### src/rtl/reg_access_ctrl_pkg.sv
// Shared types for the register-file access controller: opcodes, FSM states and the instruction layout.
package reg_access_ctrl_pkg;

  localparam int unsigned INSTR_W    = 8;
  localparam int unsigned REG_ADDR_W = 2;

  typedef enum logic [1:0] {
    OP_ADD  = 2'b00,
    OP_SUB  = 2'b01,
    OP_ADDI = 2'b10,
    OP_NOP  = 2'b11
  } op_e;

  typedef enum logic [2:0] {
    S_IDLE = 3'd0,
    S_READ = 3'd1,
    S_WAIT = 3'd2,
    S_EXEC = 3'd3,
    S_WB   = 3'd4
  } state_e;

  // MSB first: [7:6] op, [5:4] rs, [3:2] rt, [1:0] rd (or imm for ADDI)
  typedef struct packed {
    op_e                   op;
    logic [REG_ADDR_W-1:0] rs;
    logic [REG_ADDR_W-1:0] rt;
    logic [REG_ADDR_W-1:0] rd;
  } instr_t;

endpackage

### src/rtl/reg_access_ctrl_alu8.sv
// Combinational ALU: ADD/SUB/ADDI with carry (borrow for SUB); NOP yields zero.
module alu8
  import reg_access_ctrl_pkg::*;
#(
  parameter int unsigned DATA_W = 8
) (
  input  op_e               op,
  input  logic [DATA_W-1:0] a,
  input  logic [DATA_W-1:0] b,
  input  logic [1:0]        imm,
  output logic [DATA_W-1:0] result_c,
  output logic              carry_c
);

  logic [DATA_W:0]   sum_c;
  logic [DATA_W-1:0] imm_ext_c;

  always_comb begin
    imm_ext_c = {{(DATA_W-2){imm[1]}}, imm};
    sum_c     = '0;
    case (op)
      OP_ADD:  sum_c = {1'b0, a} + {1'b0, b};
      // Top bit of the widened difference is the borrow (a < b unsigned)
      OP_SUB:  sum_c = {1'b0, a} - {1'b0, b};
      OP_ADDI: sum_c = {1'b0, a} + {1'b0, imm_ext_c};
      default: sum_c = '0;
    endcase
    result_c = sum_c[DATA_W-1:0];
    carry_c  = sum_c[DATA_W];
  end

endmodule

### src/rtl/reg_access_ctrl.sv
// Multi-cycle register-file initiator: accept instruction, read sources, wait read latency,
// execute, write back once, pulse DONE.
module reg_access_ctrl
  import reg_access_ctrl_pkg::*;
#(
  parameter int unsigned DATA_W   = 8,
  parameter int unsigned READ_LAT = 1
) (
  input  logic                  CLK,
  input  logic                  RST,
  input  logic                  INSTR_VALID,
  input  logic [INSTR_W-1:0]    INSTR,
  output logic                  INSTR_READY,
  input  logic [DATA_W-1:0]     READ_DATA_ONE,
  input  logic [DATA_W-1:0]     READ_DATA_TWO,
  output logic [REG_ADDR_W-1:0] REG_SOURCE,
  output logic [REG_ADDR_W-1:0] REG_TWO,
  output logic [REG_ADDR_W-1:0] REG_DEST,
  output logic                  REGDST,
  output logic                  REGWRITE,
  output logic [DATA_W-1:0]     REG_WRITE_DATA,
  output logic                  CARRY,
  output logic                  DONE,
  output logic                  BUSY
);

  localparam int unsigned    CNT_W     = 2;
  localparam logic [CNT_W-1:0] WAIT_LAST = CNT_W'(READ_LAT - 1);

  state_e                state_q, state_d;
  op_e                   op_q, op_d;
  logic [CNT_W-1:0]      cnt_q, cnt_d;
  logic [DATA_W-1:0]     a_q, a_d, b_q, b_d;
  logic [REG_ADDR_W-1:0] src_d, two_d, dest_d;
  logic                  regdst_d, regwrite_d, carry_d, done_d, ready_d, busy_d;
  logic [DATA_W-1:0]     wdata_d;
  logic [DATA_W-1:0]     alu_result_c;
  logic                  alu_carry_c;
  instr_t                instr_in;

  assign instr_in = instr_t'(INSTR);

  // rd doubles as the ADDI immediate and is held on REG_DEST through EXEC
  alu8 #(.DATA_W(DATA_W)) u_alu (
    .op       (op_q),
    .a        (a_q),
    .b        (b_q),
    .imm      (REG_DEST),
    .result_c (alu_result_c),
    .carry_c  (alu_carry_c)
  );

  always_comb begin
    state_d    = state_q;
    op_d       = op_q;
    cnt_d      = cnt_q;
    a_d        = a_q;
    b_d        = b_q;
    src_d      = REG_SOURCE;
    two_d      = REG_TWO;
    dest_d     = REG_DEST;
    regdst_d   = REGDST;
    regwrite_d = 1'b0;
    wdata_d    = REG_WRITE_DATA;
    carry_d    = CARRY;
    done_d     = 1'b0;
    case (state_q)
      S_IDLE: begin
        if (INSTR_VALID && INSTR_READY) begin
          op_d     = instr_in.op;
          src_d    = instr_in.rs;
          two_d    = instr_in.rt;
          dest_d   = instr_in.rd;
          regdst_d = (instr_in.op == OP_ADD) || (instr_in.op == OP_SUB);
          state_d  = S_READ;
        end
      end
      S_READ: begin
        cnt_d   = '0;
        state_d = S_WAIT;
      end
      S_WAIT: begin
        if (cnt_q == WAIT_LAST) begin
          a_d     = READ_DATA_ONE;
          b_d     = READ_DATA_TWO;
          state_d = S_EXEC;
        end else begin
          cnt_d = cnt_q + CNT_W'(1);
        end
      end
      S_EXEC: begin
        if (op_q != OP_NOP) begin
          wdata_d    = alu_result_c;
          carry_d    = alu_carry_c;
          regwrite_d = 1'b1;
        end
        state_d = S_WB;
      end
      S_WB: begin
        src_d    = '0;
        two_d    = '0;
        dest_d   = '0;
        regdst_d = 1'b0;
        cnt_d    = '0;
        done_d   = 1'b1;
        state_d  = S_IDLE;
      end
      default: state_d = S_IDLE;
    endcase
    ready_d = (state_d == S_IDLE);
    busy_d  = !ready_d;
  end

  always_ff @(posedge CLK) begin
    if (RST) begin
      state_q        <= S_IDLE;
      op_q           <= OP_NOP;
      cnt_q          <= '0;
      a_q            <= '0;
      b_q            <= '0;
      REG_SOURCE     <= '0;
      REG_TWO        <= '0;
      REG_DEST       <= '0;
      REGDST         <= 1'b0;
      REGWRITE       <= 1'b0;
      REG_WRITE_DATA <= '0;
      CARRY          <= 1'b0;
      DONE           <= 1'b0;
      INSTR_READY    <= 1'b1;
      BUSY           <= 1'b0;
    end else begin
      state_q        <= state_d;
      op_q           <= op_d;
      cnt_q          <= cnt_d;
      a_q            <= a_d;
      b_q            <= b_d;
      REG_SOURCE     <= src_d;
      REG_TWO        <= two_d;
      REG_DEST       <= dest_d;
      REGDST         <= regdst_d;
      REGWRITE       <= regwrite_d;
      REG_WRITE_DATA <= wdata_d;
      CARRY          <= carry_d;
      DONE           <= done_d;
      INSTR_READY    <= ready_d;
      BUSY           <= busy_d;
    end
  end

endmodule

### config.mk
export PLATFORM = sky130hd
export DESIGN_NAME = reg_access_ctrl
export DESIGN_NICKNAME = d
export VERILOG_FILES = /design/src/rtl/reg_access_ctrl_pkg.sv /design/src/rtl/reg_access_ctrl_alu8.sv /design/src/rtl/reg_access_ctrl.sv
export SDC_FILE = /design/constraint.sdc
export NUM_CORES = 1
export LEC_CHECK = 0
export CORE_ASPECT_RATIO = 1.25
export CORE_MARGIN = 3
export CORE_UTILIZATION = 55
export DETAILED_ROUTE_END_ITERATION = 8
export PLACE_DENSITY = 0.84
export SLEW_MARGIN = 0
export SYNTH_ARGS = -nofsm -noshare
export SYNTH_HDL_FRONTEND = slang
export SYNTH_SLANG_ARGS = --single-unit
### constraint.sdc
create_clock -name CLK -period 7.4 [get_ports CLK]
set_clock_uncertainty 0.05 [all_clocks]
set_input_delay 1.48 -clock CLK [delete_from_list [all_inputs] [get_ports CLK]]
set_output_delay 1.48 -clock CLK [all_outputs]
set_load 0.01 [all_outputs]
# --- Word-level counts from Yosys, hierarchy flattened ---
# Cells that the tools add are included.
totals:
  in_bits: 27
  wordCells: 63
  register_bits: 43
op_classes:
  eq_ne: 10
  add_sub_neg: 4
  n_mux: 16
  n_bitwise: 1
  n_reduce_logical: 17
op_table:
  columns: ["operator", "n"]
  rows:
  - ["one-hot mux 9 bit (3 select lines)", 1]
  - ["adder 8 x 8 -> 9 bit", 2]
  - ["one-hot mux 2 bit (2 select lines)", 4]
  - ["one-hot mux 3 bit (4 select lines)", 1]
  - ["AND reduction 2 bit", 5]
  - ["subtractor 8 x 8 -> 9 bit", 1]
  - ["2-to-1 mux 2 bit", 4]
  - ["equality test 3 x 2 -> 1 bit, second input constant", 2]
  - ["logical NOT 2 bit", 3]
  - ["logical NOT 3 bit", 2]
  - ["2-to-1 mux 3 bit", 2]
  - ["!= test 2 bit, second input constant", 3]
  - ["equality test 2 x 1 -> 1 bit, second input constant", 2]
  - ["nonzero test 2 bit", 2]
  - ["OR reduction 2 bit", 2]
  - ["equality test 3 x 1 -> 1 bit, second input constant", 1]
  - ["equality test 3 bit, second input constant", 1]
  - ["2-to-1 mux 1 bit", 3]
  - ["adder 2 x 1 -> 2 bit, second input constant", 1]
  - ["equality test 2 bit, second input constant", 1]
  - ["one-hot mux 1 bit (2 select lines)", 1]
  - ["logical AND 1 bit", 1]
  - ["logical NOT 1 bit", 1]
  - ["logical OR 1 bit", 1]
  - ["NOT 1 bit", 1]

# --- Depth between registers and ports, before layout ---
depth:
  depth_word: 5
  depth_mapped: 12

# --- Cells and area by module ---
# From an unflattened synthesis, not the netlist that was laid out.
unflattened:
  hier_cells: 287
  area_unflattened_um2: 2481.1
by_module_without_submodules:
  columns: ["module", "seq_area_each_um2", "area_per_inst_um2", "cells_each", "instances"]
  rows:
  - ["reg_access_ctrl", 860.8, 1717.9, 178, 1]
  - ["alu8", 0.0, 763.2, 109, 1]

# --- Worst setup path before layout ---
# No wires, ideal clock.
synth_path:
  path_kind: "register to register"
  from: "register op_q[0]"
  to: "register CARRY"
  arrival_time_ns: 2.561
  path_stages_with_launch: 13
  setup_time_ns: 0.062
  path_buffers: 2
  path_slack_ns: 4.727
  path_cell_list: "dfxtp_1 inv_1 ha_1 buf_4 clkbuf_1 nand3b_1 nand2_1 ha_1 fa_1 nand3_1 a21oi_1 or4b_1 nand3_1"
synth_between:
  elab_chain_cells: 2
synth_rtl:
  columns: ["item", "line", "rtl"]
  rows:
  - ["start: declaration", "reg_access_ctrl.sv:31", "op_e op_q, op_d;"]
  - ["start signal: assignment", "reg_access_ctrl.sv:133", "op_q <= op_d;"]
  - ["equality test 2 bit, or another cell as far along", "reg_access_ctrl_alu8.sv:21", "case (op)"]
  - ["one-hot mux 9 bit (3 select lines) / AND reduction 2 bit (equally long branches)", null, null]
  - ["end signal: assignment", "reg_access_ctrl.sv:143", "CARRY <= carry_d;"]
  - ["end: declaration", "reg_access_ctrl.sv:22", "output logic CARRY,"]
# Parallel ways exist; a longest one is shown, timed or not.
# A chain may end at the register's enable or synchronous reset.

# --- Worst setup path after layout ---
# Same ends and word-level chain as after synthesis.

==> summary.md <==
| Metric | Value |
|---|---|
| Outcome | `finished clean` |
| Hold Path Depth | `2` |
| Post-synthesis cell type count | `54` |
| Commonest non-fill, non-tap cell in the layout | `nand2_1` |
| Area grow syn2layout | `20.8%` |
| CP cell instances | `inv_1 > ha_1 > nand3b_1 > nand2_1 > ha_1 > fa_1 > nand3_1 > a21oi_1 > or4b_1 > nand3_1` |
| Final Wtd Congestion | `0.891` |
| Pwr per Cell Area | `221 nW/um^2` |
| Number of synthesized flops with an enable pin | `0` |
| Main flop type after synthesis | `dfxtp_1` |
| Worst Setup End Kind | `register` |
| Max incr delay on CP | `0.57 ns` |
| CTS Buf Count | `5` |
| Hold buffers post-CTS | `0` |
| Crit-path slowest cell | `ha_1` |
| Fmax | `0.354 GHz` |
| Initial Util | `57.5%` |
| WP data required | `7.59 ns` |
| Antenna viol nets, final | `0` |
| Row count | `26` |
| Filler instances | `350` |
| Slew Limit Fails | `0` |
| Die ar. | `5110 sq um` |
| Diodes inserted | `0` |
| Final setup fails | `0` |
| Yosys reg bits | `43` |
| Drt first pass iters | `4` |
| Multi-input combinational cell area | `1320 sq um` |
| Ys async rst share | `0%` |
| Initial antenna violation count | `0` |
| Total design power | `630 uW` |
| Setup TNS | `0 ns` |
| Final Cycle Share | `38.2%` |
| Number of global-route vias before repair | `2024` |
| Normalized max-slew margin | `58.9%` |
| Crit start category | `register` |
| Synth warnings | `0` |
| Post-DR vias/cell | `5.66` |
| Data arrival, critical path | `3.01 ns` |
| Top-area cell type share of the netlist area | `36.5%` |
| Die X | `64.6 um` |
| Peak supply drop | `150 uV` |
| Max-capacitance violation count | `0` |
| CP Max Fanout | `17` |
| CTS tree | `done` |
| Avg Synthesized Cell Area | `8.22 sq um` |
| Post-CTS Resized | `0` |
| Clock sink count | `43` |
| Cell taking the most area after synthesis | `dfxtp_1` |
| Sequential fraction of the synthesis area | `36.5%` |
| Final Core Density | `69.5%` |
| Reg2Reg Depth | `10` |
| Initial detailed-routing violation count | `100` |
| Sequential cell area | `861 sq um` |
| Ranking of synthesized cells by area | `dfxtp_1 (36%), nand2_1 (9.1%), a21oi_1 (7.2%)` |
| Critical path type | `reg -> reg` |
| Post-Syn Area | `2360 sq um` |
| Cells after Synth | `287` |
| Worst Hold Class | `reg -> reg` |
| Worst-path clk slew | `0.08 ns` |
| Later-pin clock latency in the skew report | `0.29 ns` |
| Drt total wl | `5060 um` |
| Total grt overflow | `0` |
| Vias | `2145` |
| Post-synth net total | `328` |
| Tmin final | `2.83 ns` |
| Die Y-Extent | `79.2 um` |
| WL/cell | `13.4 um` |
| Overall Global Routing Usage | `20.6%` |
| Share of cells above drive strength 1 | `5.26%` |
| Leak | `1.05 nW` |
| First-pass GRT wire length | `8420 um` |
| Most frequent cells in the layout | `nand2_1 (57), clkdlybuf4s50_1 (46), dfxtp_1 (43), a21oi_1 (34)` |
| Fin nets | `363` |
| Final hold violations | `0` |
| DRC | `0` |
| # IOs | `47` |
| RSZ-0062 raised after global routing | `false` |
| Clock tree buffer depth | `2` |
| Port buffer count | `46` |
| H-tree depth | `2` |
| Largest net degree at the start of global routing | `45` |
| Post CTS Setup Buffer Count | `0` |
| Worst Tran Pin Value | `0.617 ns` |
| Core ar. | `4100 sq um` |
| Root Buffer | `clkbuf_8` |
| Detailed placement HPWL | `3730 um` |
==> worst paths after layout <==
kind | start | end | slack [ns]
setup reg to reg | op_q[0] | CARRY | 4.57
hold / removal | REG_WRITE_DATA[0] | REG_WRITE_DATA[0] | 0.41
hold reg to reg | REG_WRITE_DATA[0] | REG_WRITE_DATA[0] | 0.41
setup / recovery | op_q[0] | CARRY | 4.57
==> area by class of cell <==
type / instances / area share [%]
multi-input combinational: 212 / 46.3
sequential: 43 / 30.2
timing repair buffer: 47 / 16.4
tap: 56 / 2.46
clock buffer: 5 / 2.41
inverter: 13 / 1.71
clock inverter: 3 / 0.527
==> registers in the layout, indices dropped and copies added (netlist names), 2 cells and up <==
| name | flops |
|---|---|
| b_q | 8 |
| a_q | 8 |
| op_q | 2 |
| state_q | 3 |
| REG_DEST | 2 |
| cnt_q | 2 |
| REG_SOURCE | 2 |
| REG_WRITE_DATA | 8 |
| REG_TWO | 2 |
==> Yosys cell counts, types with 3 or more instances <==
cell type	count
buf_2	3
a211oi_1	7
a31oi_1	6
or4b_1	3
nand3b_1	6
ha_1	13
o22ai_1	3
xnor2_1	3
clkbuf_1	5
o21ai_0	12
inv_1	12
dfxtp_1	43
nand2_1	57
a21oi_1	34
nand3_1	6
a211o_1	3
buf_4	7
nor2_1	13
nor3_1	6
==> report_power, final <==
| group | switching [mW] | internal (mW) |
|---|---|---|
| logic | 0.111 | 0.0928 |
| clock network | 0.0788 | 0.0646 |
| registers | 0.0267 | 0.256 |
| total | 0.216 | 0.414 |
==> worst max-delay path, delay by kind of cell (launching register included) <==
family / cells / cell delay (ns)
AOI/OAI and AO/OA: 1 / 0.10
adders and majority gates: 3 / 1.20
buffers and inverters: 1 / 0.07
DFF: 1 / 0.36
and+or+nand+nor: 5 / 1.01
==> kinds of logic after synthesis <==
family | after synthesis | synth area share [%]
compound gates | 83 | 21.9
xor+xnor | 3 | 1.11
fa+ha+maj | 14 | 7.75
buf+inv | 32 | 7.59
flops | 43 | 36.5
simple gates | 112 | 25.2
==> layer usage <==
| layer | wire (um) | global-route usage (%) | up-vias | part of all wire, % |
|---|---|---|---|---|
| li1 | - | - | 1085 | - |
| met1 | 2110 | 22.2 | 987 | 42 |
| met2 | 2610 | 38.1 | 59 | 52 |
| met3 | 209 | 3.54 | 14 | 4.1 |
| met4 | 135 | 9.94 | 0 | 2.7 |
| met5 | 0 | 0 | - | 0 |
==> per-stage QoR <==
step,cells,cell area (sq um),hold slack (ns),worst slack [ns]
after floorplan,287,2360,0.391,4.73
after global placement,371,2770,0.395,4.42
after detailed placement,371,2770,0.399,4.37
after CTS,379,2850,0.410,4.58
after global routing,379,2850,0.432,4.41
final,379,2850,0.408,4.57
Power figures use the tool's default switching activity.
